<file path="src/rtl/core_ctrl_pkg.sv">
// rtl/core_ctrl_pkg.sv - shared state encoding, phase indices and defaults for core control
package core_ctrl_pkg;

  typedef enum logic [2:0] {
    ST_IDLE = 3'd0,
    ST_IF   = 3'd1,
    ST_ID   = 3'd2,
    ST_EX   = 3'd3,
    ST_MEM  = 3'd4,
    ST_WB   = 3'd5
  } state_t;

  localparam int PH_IF  = 0;
  localparam int PH_ID  = 1;
  localparam int PH_EX  = 2;
  localparam int PH_MEM = 3;
  localparam int PH_WB  = 4;
  localparam int PH_W   = 5;

  localparam int DEF_CNT_W    = 32;
  localparam int DEF_WAIT_MAX = 15;
  localparam int DEF_WAIT_W   = 4;

  // One-hot phase strobe for a state; IDLE maps to all zeros.
  function automatic logic [PH_W-1:0] phase_of(input state_t s);
    logic [PH_W-1:0] p;
    p = '0;
    case (s)
      ST_IF:   p[PH_IF]  = 1'b1;
      ST_ID:   p[PH_ID]  = 1'b1;
      ST_EX:   p[PH_EX]  = 1'b1;
      ST_MEM:  p[PH_MEM] = 1'b1;
      ST_WB:   p[PH_WB]  = 1'b1;
      default: p = '0;
    endcase
    return p;
  endfunction

endpackage

</file>
<file path="src/rtl/mem_wait_timer.sv">
// rtl/mem_wait_timer.sv - counts unanswered memory ticks and flags a timeout
module mem_wait_timer
  import core_ctrl_pkg::*;
#(
  parameter int WAIT_MAX = DEF_WAIT_MAX,
  parameter int WAIT_W   = DEF_WAIT_W
) (
  input  logic clk,
  input  logic rst,
  input  logic active,
  input  logic tick,
  input  logic ready,
  output logic expire
);

  // Value held after WAIT_MAX-1 unanswered ticks; one more unanswered tick expires.
  localparam logic [WAIT_W-1:0] LAST = WAIT_W'(WAIT_MAX - 1);

  logic [WAIT_W-1:0] count;

  // A ready on the final tick still wins: expire requires ready low.
  assign expire = active & tick & ~ready & (count == LAST);

  // Count unanswered ticks; clear outside a wait phase, on handshake and on expiry.
  always_ff @(posedge clk or posedge rst) begin
    if (rst) begin
      count <= '0;
    end else if (!active) begin
      count <= '0;
    end else if (tick) begin
      if (ready || expire) begin
        count <= '0;
      end else begin
        count <= count + WAIT_W'(1);
      end
    end
  end

endmodule

</file>
<file path="src/rtl/phase_sequencer.sv">
// rtl/phase_sequencer.sv - IF/ID/EX/MEM/WB instruction phase FSM with counters
module phase_sequencer
  import core_ctrl_pkg::*;
#(
  parameter int CNT_W    = DEF_CNT_W,
  parameter int WAIT_MAX = DEF_WAIT_MAX,
  parameter int WAIT_W   = DEF_WAIT_W
) (
  input  logic             clk,
  input  logic             rst,
  input  logic             step_en,
  input  logic             run,
  input  logic             needs_mem,
  input  logic             needs_wb,
  input  logic             mem_ready,
  output logic             mem_req,
  output logic [PH_W-1:0]  phase,
  output logic             ir_load,
  output logic             pc_update,
  output logic             retire,
  output logic             halted,
  output logic             timeout_err,
  output logic [CNT_W-1:0] cycle_cnt,
  output logic [CNT_W-1:0] instret_cnt
);

  state_t state;
  logic   nm_q;
  logic   nw_q;
  logic   wait_active;
  logic   wait_expire;
  logic   do_retire;

  // Strobes come straight off the state register, so they change only at clock edges.
  assign wait_active = (state == ST_IF) || (state == ST_MEM);
  assign mem_req     = wait_active;
  assign phase       = phase_of(state);
  assign halted      = (state == ST_IDLE);

  mem_wait_timer #(
    .WAIT_MAX (WAIT_MAX),
    .WAIT_W   (WAIT_W)
  ) u_wait (
    .clk    (clk),
    .rst    (rst),
    .active (wait_active),
    .tick   (step_en),
    .ready  (mem_ready),
    .expire (wait_expire)
  );

  // Identify the tick on which the current instruction completes.
  always_comb begin
    do_retire = 1'b0;
    if (step_en) begin
      case (state)
        ST_EX:   do_retire = !nm_q && !nw_q;
        ST_MEM:  do_retire = mem_ready && !nw_q;
        ST_WB:   do_retire = 1'b1;
        default: do_retire = 1'b0;
      endcase
    end
  end

  // Phase FSM, decode latches, pulse outputs and counters; all advance only on step_en.
  always_ff @(posedge clk or posedge rst) begin
    if (rst) begin
      state       <= ST_IDLE;
      nm_q        <= 1'b0;
      nw_q        <= 1'b0;
      ir_load     <= 1'b0;
      pc_update   <= 1'b0;
      retire      <= 1'b0;
      timeout_err <= 1'b0;
      cycle_cnt   <= '0;
      instret_cnt <= '0;
    end else begin
      ir_load   <= 1'b0;
      pc_update <= 1'b0;
      retire    <= 1'b0;
      if (step_en) begin
        if (state != ST_IDLE) begin
          cycle_cnt <= cycle_cnt + CNT_W'(1);
        end
        if (do_retire) begin
          retire      <= 1'b1;
          pc_update   <= 1'b1;
          instret_cnt <= instret_cnt + CNT_W'(1);
          state       <= run ? ST_IF : ST_IDLE;
        end else begin
          case (state)
            ST_IDLE: begin
              if (run && !timeout_err) state <= ST_IF;
            end
            ST_IF: begin
              if (mem_ready) begin
                state   <= ST_ID;
                ir_load <= 1'b1;
              end else if (wait_expire) begin
                timeout_err <= 1'b1;
                state       <= ST_IDLE;
              end
            end
            ST_ID: begin
              nm_q  <= needs_mem;
              nw_q  <= needs_wb;
              state <= ST_EX;
            end
            ST_EX: begin
              state <= nm_q ? ST_MEM : ST_WB;
            end
            ST_MEM: begin
              if (mem_ready) begin
                state <= ST_WB;
              end else if (wait_expire) begin
                timeout_err <= 1'b1;
                state       <= ST_IDLE;
              end
            end
            default: state <= ST_IDLE;
          endcase
        end
      end
    end
  end

endmodule

</file>
<file path="config.mk">
export PLATFORM = sky130hd
export DESIGN_NAME = phase_sequencer
export DESIGN_NICKNAME = d
export VERILOG_FILES = /design/src/rtl/core_ctrl_pkg.sv /design/src/rtl/mem_wait_timer.sv /design/src/rtl/phase_sequencer.sv
export SDC_FILE = /design/constraint.sdc
export NUM_CORES = 1
export LEC_CHECK = 0
export CAP_MARGIN = 25
export CELL_PAD_IN_SITES_DETAIL_PLACEMENT = 0
export CELL_PAD_IN_SITES_GLOBAL_PLACEMENT = 1
export CORE_AREA = 2 2 100 102
export DETAILED_ROUTE_END_ITERATION = 8
export DIE_AREA = 0 0 102 104
export PLACE_DENSITY_LB_ADDON = 0.1
export SETUP_SLACK_MARGIN = 0.3
export SLEW_MARGIN = 25
export SYNTH_ARGS = -nofsm -noshare
export SYNTH_HDL_FRONTEND = slang
export SYNTH_SLANG_ARGS = --single-unit
</file>
<file path="constraint.sdc">
create_clock -name clk -period 3.2 [get_ports clk]
set_input_delay 0.64 -clock clk [delete_from_list [all_inputs] [get_ports clk]]
set_output_delay 0.64 -clock clk [all_outputs]
set_load 0.1 [all_outputs]
</file>
Word level (Yosys, flattened, before mapping):

Index checks and enable logic that the tools add are counted.
Widths: inputs -> output; s select.

* register bits after elaboration: 76
* bits in latches: 0
* memory bits (writable): 0
* bits in read-only memories: 0
* input port bits: 7
* output and inout port bits: 75
* logic and storage cells: 65
* memories kept: 0

* add/subtract/negate cells: 3
* multiply operators: 0
* div/mod/pow operators: 0
* magnitude comparators: 0
* equality and inequality tests: 8
* shift-type cells: 0
* mux-type cells: 24
* bitwise logic cells: 5
* reduce and logical (&&, ||, !) cells: 16

Operators with widths (count)
* $add 32x1->32 const B: 2
* $mux 3: 5
* $pmux 3 s5: 1
* $mux 1: 14
* $mux 4: 3
* $eq 3x2->1 const B: 2
* $eq 3x3->1 const B: 2
* $reduce_and 2->1: 3
* $reduce_and 5->1: 1
* $add 4x1->4 const B: 1
* $eq 4x4->1 const B: 1
* $and 1x1->1: 3
* $eq 3x1->1 const B: 1
* $logic_and 1x1->1: 3
* $logic_not 1->1: 3
* $logic_not 3->1: 1
* $ne 3x1->1 const B: 1
* $pmux 1 s3: 1
* $reduce_and 3->1: 1
* $reduce_bool 3->1: 1
* $logic_or 1x1->1: 2
* $ne 2x2->1 const B: 1
* $not 1->1: 2
* $reduce_or 2->1: 1

Logic depth before layout (Yosys ltp):

Gate-level depths: netlist (run 1).

* word-level depth: 9
* mapped depth: 7
* mapped depth without buffers: 7

Hierarchy:

From an unflattened synthesis (run 1), not the netlist that was laid out.

* cell total of the unflattened synthesis: 328
* area, all modules: 3597.2 sq um

Modules (own cells, without submodules)
* phase_sequencer: instances 1, cells an instance 303, area an instance 3362.0 sq um
* mem_wait_timer: instances 1, cells an instance 25, area an instance 235.2 sq um

Worst setup path before layout (run 1):

Ideal clock, no wire load.

* path type: register to output
* start: register state[0]
* end: output port phase[2]
* arrival: 2.995 ns
* data required time: 2.560 ns
* slack: -0.435 ns
* stages on the path, launching flop included: 4
* cell sequence: dfrtp_1 buf_2 clkbuf_1 nor3b_1

* longest elaborated chain between the ends: 2

RTL lines
* start, declared: RTL line phase_sequencer.sv:27 `state_t state;`
* start signal, assigned: RTL line phase_sequencer.sv:89 `state <= run ? ST_IF : ST_IDLE;`
* start signal, assigned: RTL line phase_sequencer.sv:110 `state <= nm_q ? ST_MEM : ST_WB;`
* $eq 3x2->1: RTL line core_ctrl_pkg.sv:28 `case (s)`
* $mux 1: RTL line core_ctrl_pkg.sv:28
* end, declared: RTL line phase_sequencer.sv:17 `output logic [PH_W-1:0] phase,`

Every way passes these cells.

Worst setup path in the final report (run 1):

* start: register state[2]
* end: output port halted

* longest elaborated chain between the ends: 1

RTL lines
* $logic_not 3->1: RTL line phase_sequencer.sv:38 `assign halted = (state == ST_IDLE);`
* end, declared: RTL line phase_sequencer.sv:21 `output logic halted,`

Every way passes these cells.

==> out/results.ini, run 1 <==
[worst_hold_path]
hold_path_class=reg -> reg
min_to=cycle_cnt[31]
hold_depth=1
worstHoldStart=cycle_cnt[31]

[synth]
synth_fp_nets=351
synthDistinctLibCells=46
ys_ff_latch=76
synthFlopType=dfrtp_1
synth_async_sr_flop_share_pct=100.0
yosysTopAreaCellShare_pct=52.18
synth_cells=340
synth_edf_count=0
ys.warnings.count=0
ys_seq_area_share_pct=52.18
synth.cell_area_um2=3645
synth_top_area_cell=dfrtp_1
postSynthAreaPerCell_um2=10.72
ys_top_cells_by_area=dfrtp_1, xnor2_1, xor2_1

[layout]
stdcell_area_um2=4624
antenna_cells=0
synthToLayoutAreaGrowth_pct=26.88
drive_above_1_share_pct=26.64
fill_cells=923
multi_input_area_um2=1653
finalNetCount=434
seq_area_um2=1902

[status]
outcome=completed

[routing]
wl_per_cell_um=13.79
viasPerCell=4.861
antenna_left=0
dr_wl_met3_um=382
routed_wl_um=7736
drtIter0Drc=54
drc=0
drt-met1-wl_um=3693
first_pass_iters=4
vias=2727
wl_met2_um=3509
highest_layer=met4

[cts]
clk_latency_ps=350
htree_num_levels=3
clock_sinks=76
cts.path.max_buffers=2
cts_tree=done
clkTransAtPathRegs_ps=80
cts_hold_buf=0
clockRootBuffer=clkbuf_8
cts_buffers=9
cts_resized=0
post_cts_buffers=0

[global_route]
grt_pass1_wl_um=13200
grt_max_degree=46
grt_pass1_vias=2656
grt-ovfl-total=0
antenna_found_initial=0
track_usage_pct=15.46

[power_and_ir_drop]
power.leakage_nw=2.237
power.density_nw_per_um2=734.2
power_mw=3.395
ir_drop_mv=0.6296

[die]
coreArea_um2=9549
die_w_um=102
rows=36
dieHeight_um=104
die_area_um2=10610
start_util_pct=38.17
io_pins=82

[critical_path]
worstSetupStartpointType=flop
rr_worst_depth=5
end_kind=primary output
r2r_slack_ps=1060
timing.rr.end=cycle_cnt[16]
critPathKind=reg -> out
rr_startpoint=state[2]
crit_required_ps=2560
cp.arrival_ps=1790
crit_fanout=17

[job]
max-cap-violations=0

[timing]
worst_pin_slew_ps=616.4
slew_headroom_pct=58.39
finalSetupTns_ps=0
rsz0062_at_grt=no
setup_slack_ps=766.9
skew_ps=9.510
slew_violations=0
final_hold_viol_count=0
timing.final.crit_share_pct=76.03
finalSetupViolations=0
fmax_mhz=411.0
period_minus_slack_ps=2433

[placed_design]
detailedPlace.worstSlack_ps=589.4
place_congestion=0.7723
place_area_um2=4414
port_buffers=81
dp_hpwl_um=5520

[sequential cells by signal, indices dropped and copies added, names as in the netlist]
| name | flops |
|---|---|
| instret_cnt | 32 |
| nw_q | 1 |
| cycle_cnt | 32 |
| state | 3 |
| nm_q | 1 |
| retire | 1 |
| timeout_err | 1 |
| ir_load | 1 |
| u_wait.count | 4 |
[where the power goes]
| group | internal (mW) | switching, mW |
|---|---|---|
| Sequential | 1.06 | 0.173 |
| Combinational | 0.323 | 1.07 |
| Clock | 0.404 | 0.370 |
| Total | 1.79 | 1.61 |
[synthesized netlist by cell type (2+ instances only)]
cell       number
a2111oi_0       2
ha_1            4
o21a_1          2
and4_1          2
nor4_1          3
buf_2           2
and3_1          8
nor4_4          2
nand2b_1        4
clkbuf_1        4
nor3b_1         3
nor2_1         22
or3_1           2
xnor2_1        36
buf_4           3
nand2_1        37
nand3_2         2
and2_1          5
o21ai_0         8
nor3_1         11
nand4_1        18
nor2b_1         4
xor2_1         27
nor3_2          4
and4_2          2
dfrtp_1        76
inv_1          11
nand3_1        17
mux2_2          2
[per-stage QoR]
stage	cells	hold WS, ps	util (%)
2_1_floorplan	340	444.8	-
3_3_place_gp	545	464.1	46.23
4_1_cts	561	482.9	48.43
6_report	561	475.8	48.43
3_5_place_dp	545	471.1	46.23
5_1_grt	561	502.4	48.43
[worst max path at each step]
stage / startpoint / endpoint / slack (ps) / cells past startpoint
3_3_place_gp: mem_ready / instret_cnt[30] / 610 / 6
6_report: state[2] / halted / 770 / 2
4_1_cts: state[2] / halted / 750 / 2
3_5_place_dp: step_en / cycle_cnt[16] / 590 / 6
2_1_floorplan: state[1] / cycle_cnt[7] / 380 / 5
5_1_grt: state[2] / mem_req / 640 / 3
[cell type report]
class                      count  area share, %
inverter                      11         0.9199
clock buffer                  11          3.274
tap                          133          3.598
clock inverter                 5          1.272
multi-input combinational    242          35.74
sequential                    76          41.13
timing repair buffer          83          14.07
[layer usage]
| layer | vias to the layer above | GRT usage (%) |
|---|---|---|
| met1 | 1309 | 22.05 |
| met5 | - | 0 |
| met3 | 16 | 3.898 |
| li1 | 1333 | - |
| met2 | 69 | 22.65 |
| met4 | 0 | 5.619 |
[worst max-delay path, cell delays in order (launching register included)]
cell     delay, ps
dfrtp_1        590
nor3_2         470
buf_4          370
[cells by family after synthesis]
logic type	count (synthesis)	synth area share (%)
compound gates	19	3.433
xor+xnor	63	15.14
fa+ha+maj	4	1.373
buf+inv	22	2.883
flops	76	52.18
mux	3	0.9268
simple gates	153	24.06
[placed cells by master (no fill, tap or decap), types with 3 or more instances in the layout]
cell type	Yosys	layout
dfrtp_1	76	76
buf_4	3	76
nand2_1	37	37
xnor2_1	36	36
xor2_1	27	27
nor2_1	22	22
nand4_1	18	18
nand3_1	17	17
clkbuf_8	0	11
inv_1	11	10
nor3_1	11	10
and3_1	8	8
o21ai_0	8	8
clkdlybuf4s50_1	0	6
and2_1	5	5
nor3_2	4	5
nand2b_1	4	4
nor2b_1	4	4
ha_1	4	4
nor4_1	3	3
Power figures use the tool's default switching activity.
==> run 2, diff against run 1 <==
Settings changed: CORE_AREA 2 2 100 102 to 2 2 106 108, DIE_AREA 0 0 102 104 to 0 0 108 110.
Clock period 3.2 ns to 2.15 ns, I/O delays scaled along.
==> out/results.ini, run 2 (synthesized netlist as in run 1, its figures left out) <==
[timing]
setup_slack_ps=223.4  ; -543.5 ps
skew_ps=12.68  ; +3.173 ps
period_minus_slack_ps=1927
final_hold_viol_count=0  ; unchanged
slew_violations=0  ; unchanged
worst_pin_slew_ps=619.7  ; +3.342 ps
timing.final.crit_share_pct=89.61
rsz0062_at_grt=yes
fmax_mhz=519.1
slew_headroom_pct=57.62  ; -0.77 points
finalSetupViolations=0  ; unchanged

[layout]
stdcell_area_um2=5540  ; +20%
final_cell_mix=buf_4, nand2_1, xnor2_1, dfrtp_4, xor2_1
drive_above_1_share_pct=52.80  ; +26 points
antenna_cells=0  ; unchanged
reg_top3=cycle_cnt (32), instret_cnt (32), u_wait.count (4)
fill_cells=967  ; +4.8%
finalNetCount=489  ; +13%
instances_no_fill=623  ; +11%
layout_commonest_cell=buf_4
synthToLayoutAreaGrowth_pct=52.01

[cts]
htree_num_levels=3  ; unchanged
clk_latency_ps=360  ; about the same
cts.path.max_buffers=2  ; unchanged
cts_tree=done
clock_sinks=76  ; unchanged
cts_hold_buf=0  ; unchanged
clockRootBuffer=clkbuf_8
cts_buffers=9  ; unchanged
clkTransAtPathRegs_ps=80  ; about the same

[die]
coreArea_um2=10700  ; +12%
rows=38  ; +5.6%
die_w_um=108  ; +5.9%
dieHeight_um=110  ; +5.8%
die_area_um2=11880  ; +12%
start_util_pct=34.07  ; -4.1 points
io_pins=82  ; unchanged

[critical_path]
crit_required_ps=1720  ; -840 ps
worstSetupStartpointType=flop
cp.arrival_ps=1500  ; -290 ps
end_kind=primary output
crit_fanout=5  ; -12
critPathKind=reg -> out

[placed_design]
detailedPlace.worstSlack_ps=-138.7  ; -728.1 ps
port_buffers=81  ; unchanged
dp_hpwl_um=6077  ; +10%
place_congestion=0.7580  ; -1.9%
dp_cells=578  ; +6.1%
place_area_um2=4955  ; +12%

[routing]
viasPerCell=4.770  ; -1.9%
drtIter0Drc=115  ; +110%
drc=0  ; unchanged
first_pass_iters=4  ; unchanged
wl_per_cell_um=14.08  ; +2.1%
vias=2972  ; +9.0%
routed_wl_um=8771  ; +13%
antenna_left=0  ; unchanged

[global_route]
grt_max_degree=77  ; +67%
grt_pass1_wl_um=14430  ; +9.3%
track_usage_pct=15.65  ; +0.20 points
grt_pass1_vias=2805  ; +5.6%
antenna_found_initial=0  ; unchanged
grt-ovfl-total=0  ; unchanged

[status]
outcome=completed

[power_and_ir_drop]
power.leakage_nw=2.540  ; +14%
power.density_nw_per_um2=1046  ; +43%
ir_drop_mv=1.208  ; +92%
power_mw=5.797  ; +71%

[worst_hold_path]
hold_path_class=reg -> reg

[job]
max-cap-violations=0  ; unchanged

-- run 2: cell count changes in the layout (fill, tap and decap cells not counted), sizes merged --
cell / change
buf: +55
bufinv: -1
clkdlybuf4s50: -1
clkinv: +3
dlygate4sd2: +1
inv: -2
-- run 2: path summary, 6_finish.rpt --
check	start	endpoint	slack [ps]	depth (start not counted)
hold reg to reg	cycle_cnt[31]	cycle_cnt[31]	480	1
max in group asynchronous	rst	instret_cnt[1]	1230	3
min in group asynchronous	rst	cycle_cnt[27]	540	3
setup / recovery	state[1]	phase[2]	220	4
setup reg to reg	state[1]	instret_cnt[15]	260	7
hold / removal	cycle_cnt[31]	cycle_cnt[31]	480	1
-- run 2: worst max-delay path: stages (launching register included) --
cell and delay [ps]:
dfrtp_2 410, buf_6 120, clkinvlp_4 140, nor3b_4 270
buf_12 210
-- run 2: metrics by stage --
stage	hold slack [ps]	TNS [ps]	util (%)
after global routing	504.3	0	51.79
after detailed placement	466.9	-1794	46.32
after floorplan	444.8	0	-
final	478.2	0	51.79
after global placement	461.6	-586.6	46.32
after CTS	477.1	0	49.29
-- run 2: where the power goes --
| group | switching [mW] | total (mW) | internal (mW) |
|---|---|---|---|
| Sequential | 0.176 | 1.80 | 1.63 |
| Clock | 0.546 | 0.960 | 0.415 |
| Combinational | 1.95 | 3.03 | 1.08 |
| Total | 2.67 | 5.80 | 3.12 |
-- run 2: final cells by class --
cell class | instances | area [µm²] | area share, %
timing repair buffer | 138 | 1191 | 21.50
tap | 140 | 175.2 | 3.162
clock buffer | 11 | 131.4 | 2.371
clock inverter | 5 | 28.78 | 0.5194
multi-input combinational | 242 | 1912 | 34.51
inverter | 11 | 48.80 | 0.8808
sequential | 76 | 2053 | 37.06
-- run 2: timing repair --
item	4_1_cts	5_1_grt
setup endpoints to repair	22	29
pin swaps	4	13
gates resized for setup	21	27
buffers inserted	11	18
-- run 2: per-layer routing --
layer | track usage (%) | wire length, µm | vias up
met5 | 0 | 0 | -
met4 | 6.868 | 163 | 0
met3 | 2.763 | 328 | 12
met2 | 23.81 | 4072 | 66
met1 | 21.91 | 4207 | 1447
li1 | - | - | 1447
==> run 3, diff against run 2 <==
Settings changed: CELL_PAD_IN_SITES_DETAIL_PLACEMENT 0 to unset, CELL_PAD_IN_SITES_GLOBAL_PLACEMENT 1 to unset, CORE_AREA 2 2 106 108 to 2 2 98 100, DIE_AREA 0 0 108 110 to 0 0 100 102, HOLD_SLACK_MARGIN set to 0.05, PLACE_DENSITY set to 0.68, PLACE_DENSITY_LB_ADDON 0.1 to unset.
==> out/results.ini, run 3 (synthesized netlist as in run 1, its figures left out) <==
[status]
outcome=completed

[layout]
instances_no_fill=586  ; -5.9%
antenna_cells=0  ; unchanged
drive_above_1_share_pct=51.79  ; -1.0 points
synthToLayoutAreaGrowth_pct=51.66
stdcell_area_um2=5528  ; -0.23%
finalNetCount=481  ; -1.6%
final_cell_mix=buf_4, xnor2_1, nand2_1, dfrtp_4, xor2_1
layout_commonest_cell=buf_4
reg_top3=cycle_cnt (32), instret_cnt (32), u_wait.count (4)

[global_route]
grt_pass1_wl_um=14300  ; -0.86%
grt_pass1_vias=2887  ; +2.9%
grt_max_degree=29  ; -62%
track_usage_pct=17.61  ; +2.0 points
antenna_found_initial=0  ; unchanged
grt-ovfl-total=0  ; unchanged

[timing]
period_minus_slack_ps=1882  ; -44.49 ps
slew_headroom_pct=66.95  ; +9.3 points
whs_ps=477.0  ; -1.208 ps
rsz0062_at_grt=yes
finalSetupViolations=0  ; unchanged
timing.final.crit_share_pct=87.54  ; -2.1 points
skew_ps=13.27  ; +0.5876 ps
final_hold_viol_count=0  ; unchanged
worst_pin_slew_ps=494.8  ; -125.0 ps
slew_violations=0  ; unchanged
fmax_mhz=531.3  ; +2.4%

[routing]
wl_per_cell_um=14.84  ; +5.4%
vias=2965  ; -0.24%
antenna_left=0  ; unchanged
routed_wl_um=8694  ; -0.88%
first_pass_iters=4  ; unchanged
drc=0  ; unchanged
drtIter0Drc=114  ; -0.87%
viasPerCell=5.060  ; +6.1%

[placed_design]
port_buffers=81  ; unchanged
place_congestion=0.8562  ; +13%
dp_hpwl_um=6130  ; +0.88%
dp_cells=550  ; -4.8%
place_area_um2=4938  ; -0.33%

[die]
rows=35  ; -7.9%
die_w_um=100  ; -7.4%
coreArea_um2=9109  ; -15%
dieHeight_um=102  ; -7.3%
io_pins=82  ; unchanged
die_area_um2=10200  ; -14%
start_util_pct=40.01  ; +5.9 points

[critical_path]
end_kind=primary output
critPathKind=reg -> out
crit_fanout=5  ; unchanged
rr_startpoint=state[1]
crit_required_ps=1720  ; about the same
r2r_slack_ps=320  ; +60 ps
rr_worst_depth=6  ; -1
timing.rr.end=instret_cnt[30]
cp.arrival_ps=1450  ; -50 ps
worstSetupStartpointType=flop

[power_and_ir_drop]
switchingPower_mw=2.687  ; +0.50%
seqPwrFrac_pct=29.3  ; -1.8 points
power_mw=6.187  ; +6.7%
share_comb_of_total_power_pct=49.7  ; -2.6 points
clock_power_share_pct=21.0  ; +4.4 points
switching_share_pct=43.44  ; -2.7 points
power.density_nw_per_um2=1119  ; +7.0%
p_int_mw=3.499  ; +12%
ir_drop_mv=1.447  ; +20%
power.leakage_nw=2.496  ; -1.8%

[worst_hold_path]
hold_path_class=in -> async

[cts]
clockRootBuffer=clkbuf_8
cts.path.max_buffers=2  ; unchanged
htree_num_levels=3  ; unchanged
cts_hold_buf=0  ; unchanged
cts_tree=done
clk_latency_ps=340  ; -20 ps
cts_buffers=9  ; unchanged
clock_sinks=76  ; unchanged
clkTransAtPathRegs_ps=90  ; about the same

[job]
max-cap-violations=0  ; unchanged

==> run 3: changes by cell type in the layout (fill, tap and decap cells not counted), moves of 2 or more <==
cell / previous run / this run
buf_6: 9 / 7
clkinv_2: 4 / 1
bufinv_16: 0 / 3
buf_4: 114 / 107
buf_12: 8 / 10
==> run 3: what timing repair did <==
item	4_1_cts	5_1_grt
pin swaps	3	12
resized for setup	16	28
setup endpoints to repair	13	35
setup buffers	13	7
hold endpoints to repair	0	0
==> run 3: metrics by stage <==
stage	utilization [%]	setup slack [ps]	setup TNS, ps
floorplan	-	4.708	0
global placement	54.22	-79.17	-158.2
detailed placement	54.22	-143.7	-748.4
CTS	58.74	267.3	0
global route	60.69	199.9	0
finish	60.69	267.9	0
==> run 3: cell type report <==
cell class	instances	area [µm²]
fill	740	3581
tap	111	138.9
sequential	76	2053
clock inverter	5	102.6
multi-input combinational	242	1911
clock buffer	11	131.4
inverter	11	48.80
timing repair buffer	130	1142
==> run 3: how the worst max path moves through the flow <==
stage                         start  depth (start not counted)  slack, ps         endpoint
after floorplan            state[1]                          5          5             nm_q
after global placement    mem_ready                          6        -80  instret_cnt[30]
after detailed placement  mem_ready                          6       -140  instret_cnt[30]
after CTS                  state[1]                          4        270         phase[2]
after global routing       state[1]                          4        200         phase[2]
final                      state[1]                          4        270         phase[2]
==> run 3: layer usage <==
| layer | vias to the layer above | part of all wire, % | track usage (%) |
|---|---|---|---|
| met1 | 1452 | 45 | 23.48 |
| met2 | 76 | 51 | 29.47 |
| met3 | 8 | 3.4 | 2.941 |
| li1 | 1429 | - | - |
| met4 | 0 | 0.90 | 5.901 |
| met5 | - | 0 | 0 |
==> run 3: worst max-delay path, stage by stage (launching register included) <==
cell,delay (ps)
dfrtp_2,380
buf_6,110
clkinvlp_4,150
nor3b_4,270
buf_12,210
==> run 3: power groups by stage <==
stage | Clock [mW] | Sequential (mW) | Combinational [mW]
2_1_floorplan | 0 | 2.47 | 1.29
3_3_place_gp | 0 | 1.85 | 2.59
3_5_place_dp | 0 | 1.85 | 2.60
4_1_cts | 1.33 | 1.81 | 2.92
5_1_grt | 1.38 | 1.83 | 3.22
6_report | 1.30 | 1.81 | 3.07
==> edit: new RTL, config.mk and constraints of run 1 <==
Reset style: synchronous (`rst`), changed in 2 clocked blocks.
--- a/src/rtl/mem_wait_timer.sv
+++ b/src/rtl/mem_wait_timer.sv
@@ -23,5 +23,5 @@
 
   // Count unanswered ticks; clear outside a wait phase, on handshake and on expiry.
-  always_ff @(posedge clk or posedge rst) begin
+  always_ff @(posedge clk) begin
     if (rst) begin
       count <= '0;
--- a/src/rtl/phase_sequencer.sv
+++ b/src/rtl/phase_sequencer.sv
@@ -64,5 +64,5 @@
 
   // Phase FSM, decode latches, pulse outputs and counters; all advance only on step_en.
-  always_ff @(posedge clk or posedge rst) begin
+  always_ff @(posedge clk) begin
     if (rst) begin
       state       <= ST_IDLE;
Check against the original RTL: differs if rst is asserted again (counterexample within 4 cycles, from zero or initial values and one cycle with rst high); with rst held inactive, the same outputs for 10 cycles.
==> edit against run 1 <==
  * Routed wire length increased by 27%
  * Worst hold slack better by 0.015 ns
  * Sequential cell count is the same
  * Setup slack lost 0.15 ns
  * Synthesized area is 5.6% higher
  * Count of clock-buffer cells in the layout grew 4
  * Final area rose by 3.5%
  * Maximum frequency fell by 5.7%
  * Largest cell class is now multi-input gates
  * Highest routed layer unchanged
Power is not compared: it rests on default switching activity, and its combinational part moved more than twofold at a synthesized area within 25%.
==> edit: results (changes against run 1) <==
- First-pass GRT wire length: 15900 µm (was 13200 µm)
- Vias: 3751 (was 2727)
- Layout cells sized above 1: 0.215 (was 0.266)
- GP Congestion: 0.838 (was 0.772)
- Adder-Cell Fraction of Synth Area: 0.0130 (was 0.0137)
- DP HPWL: 6760 µm (was 5520 µm)
- Mux cell area share after synthesis: 0.0345 (was 0.00927)
- Cell count after synthesis: 462 (was 340)
- Post-synthesis compound-gate area fraction: 0.168 (was 0.0343)
- FFs w/ async S/R, synth: 0 (was 1.00)
- Commonest cells post-synth: dfxtp_1 (76), a21oi_1 (52), nor2_1 (30), o31ai_1 (27), or4_1 (27) (was dfrtp_1 (76), nand2_1 (37), xnor2_1 (36), xor2_1 (27), nor2_1 (22))
- Max transition margin: 0.441 (was 0.584)
- Drt total wl: 9830 µm (was 7740 µm)
- Worst Setup SP: state[1] (was state[2])
- Grt met2 use: 0.281 (was 0.227)
- Crit path DAT: 2.82 ns (was 1.79 ns)
- Sequential element share of the synthesized area: 0.395 (was 0.522)
- Hold Path Origin: cycle_cnt[31] (unchanged)
- Post-DP Area: 4590 µm² (was 4410 µm²)
- Syn nets: 473 (was 351)
- Status: finished, final reports clean (unchanged)
- Fill cells: 967 (was 923)
- Hold Path Stages: 2 (was 1)
- Metal-1 WL: 4580 µm (was 3690 µm)
- 1st-iter DRT viols: 162 (was 54)
- Top_reg_cell synth: dfxtp_1 (was dfrtp_1)
- R2r startpoint: state[1] (was state[2])
- Worst path top cell family by delay: simple AND/OR/NAND/NOR gates (was flip-flops)
- Vias per inst: 5.62 (was 4.86)
- Synth top area cells: dfxtp_1 (40%), a21oi_1 (6.8%), o31ai_1 (5.3%) (was dfrtp_1 (52%), xnor2_1 (8.7%), xor2_1 (6.5%))
edit: power by group through the flow:
stage / sequential (mW) / clock, mW / combinational (mW)
3_3_place_gp: 0.978 / 0 / 0.143
4_1_cts: 0.956 / 0.720 / 0.144
6_report: 0.956 / 0.699 / 0.143
3_5_place_dp: 0.978 / 0 / 0.143
2_1_floorplan: 0.990 / 0 / 0.0907
5_1_grt: 0.957 / 0.762 / 0.154
edit: cell type report:
class,count,area [µm²],share of cell area
Sequential cell,76,1520,0.318
Timing Repair Buffer,91,709,0.148
Tap cell,133,166,0.0348
Inverter,10,37.5,0.00784
Clock inverter,1,5.00,0.00105
Clock buffer,15,176,0.0369
Multi-Input combinational cell,341,2170,0.453
edit: path summary, 6_finish.rpt:
path                                         to  slack, ns
worst min-delay path              cycle_cnt[31]       0.49
worst max-delay path            instret_cnt[25]       0.62
worst min register to register    cycle_cnt[31]       0.49
worst max register to register  instret_cnt[25]       0.62
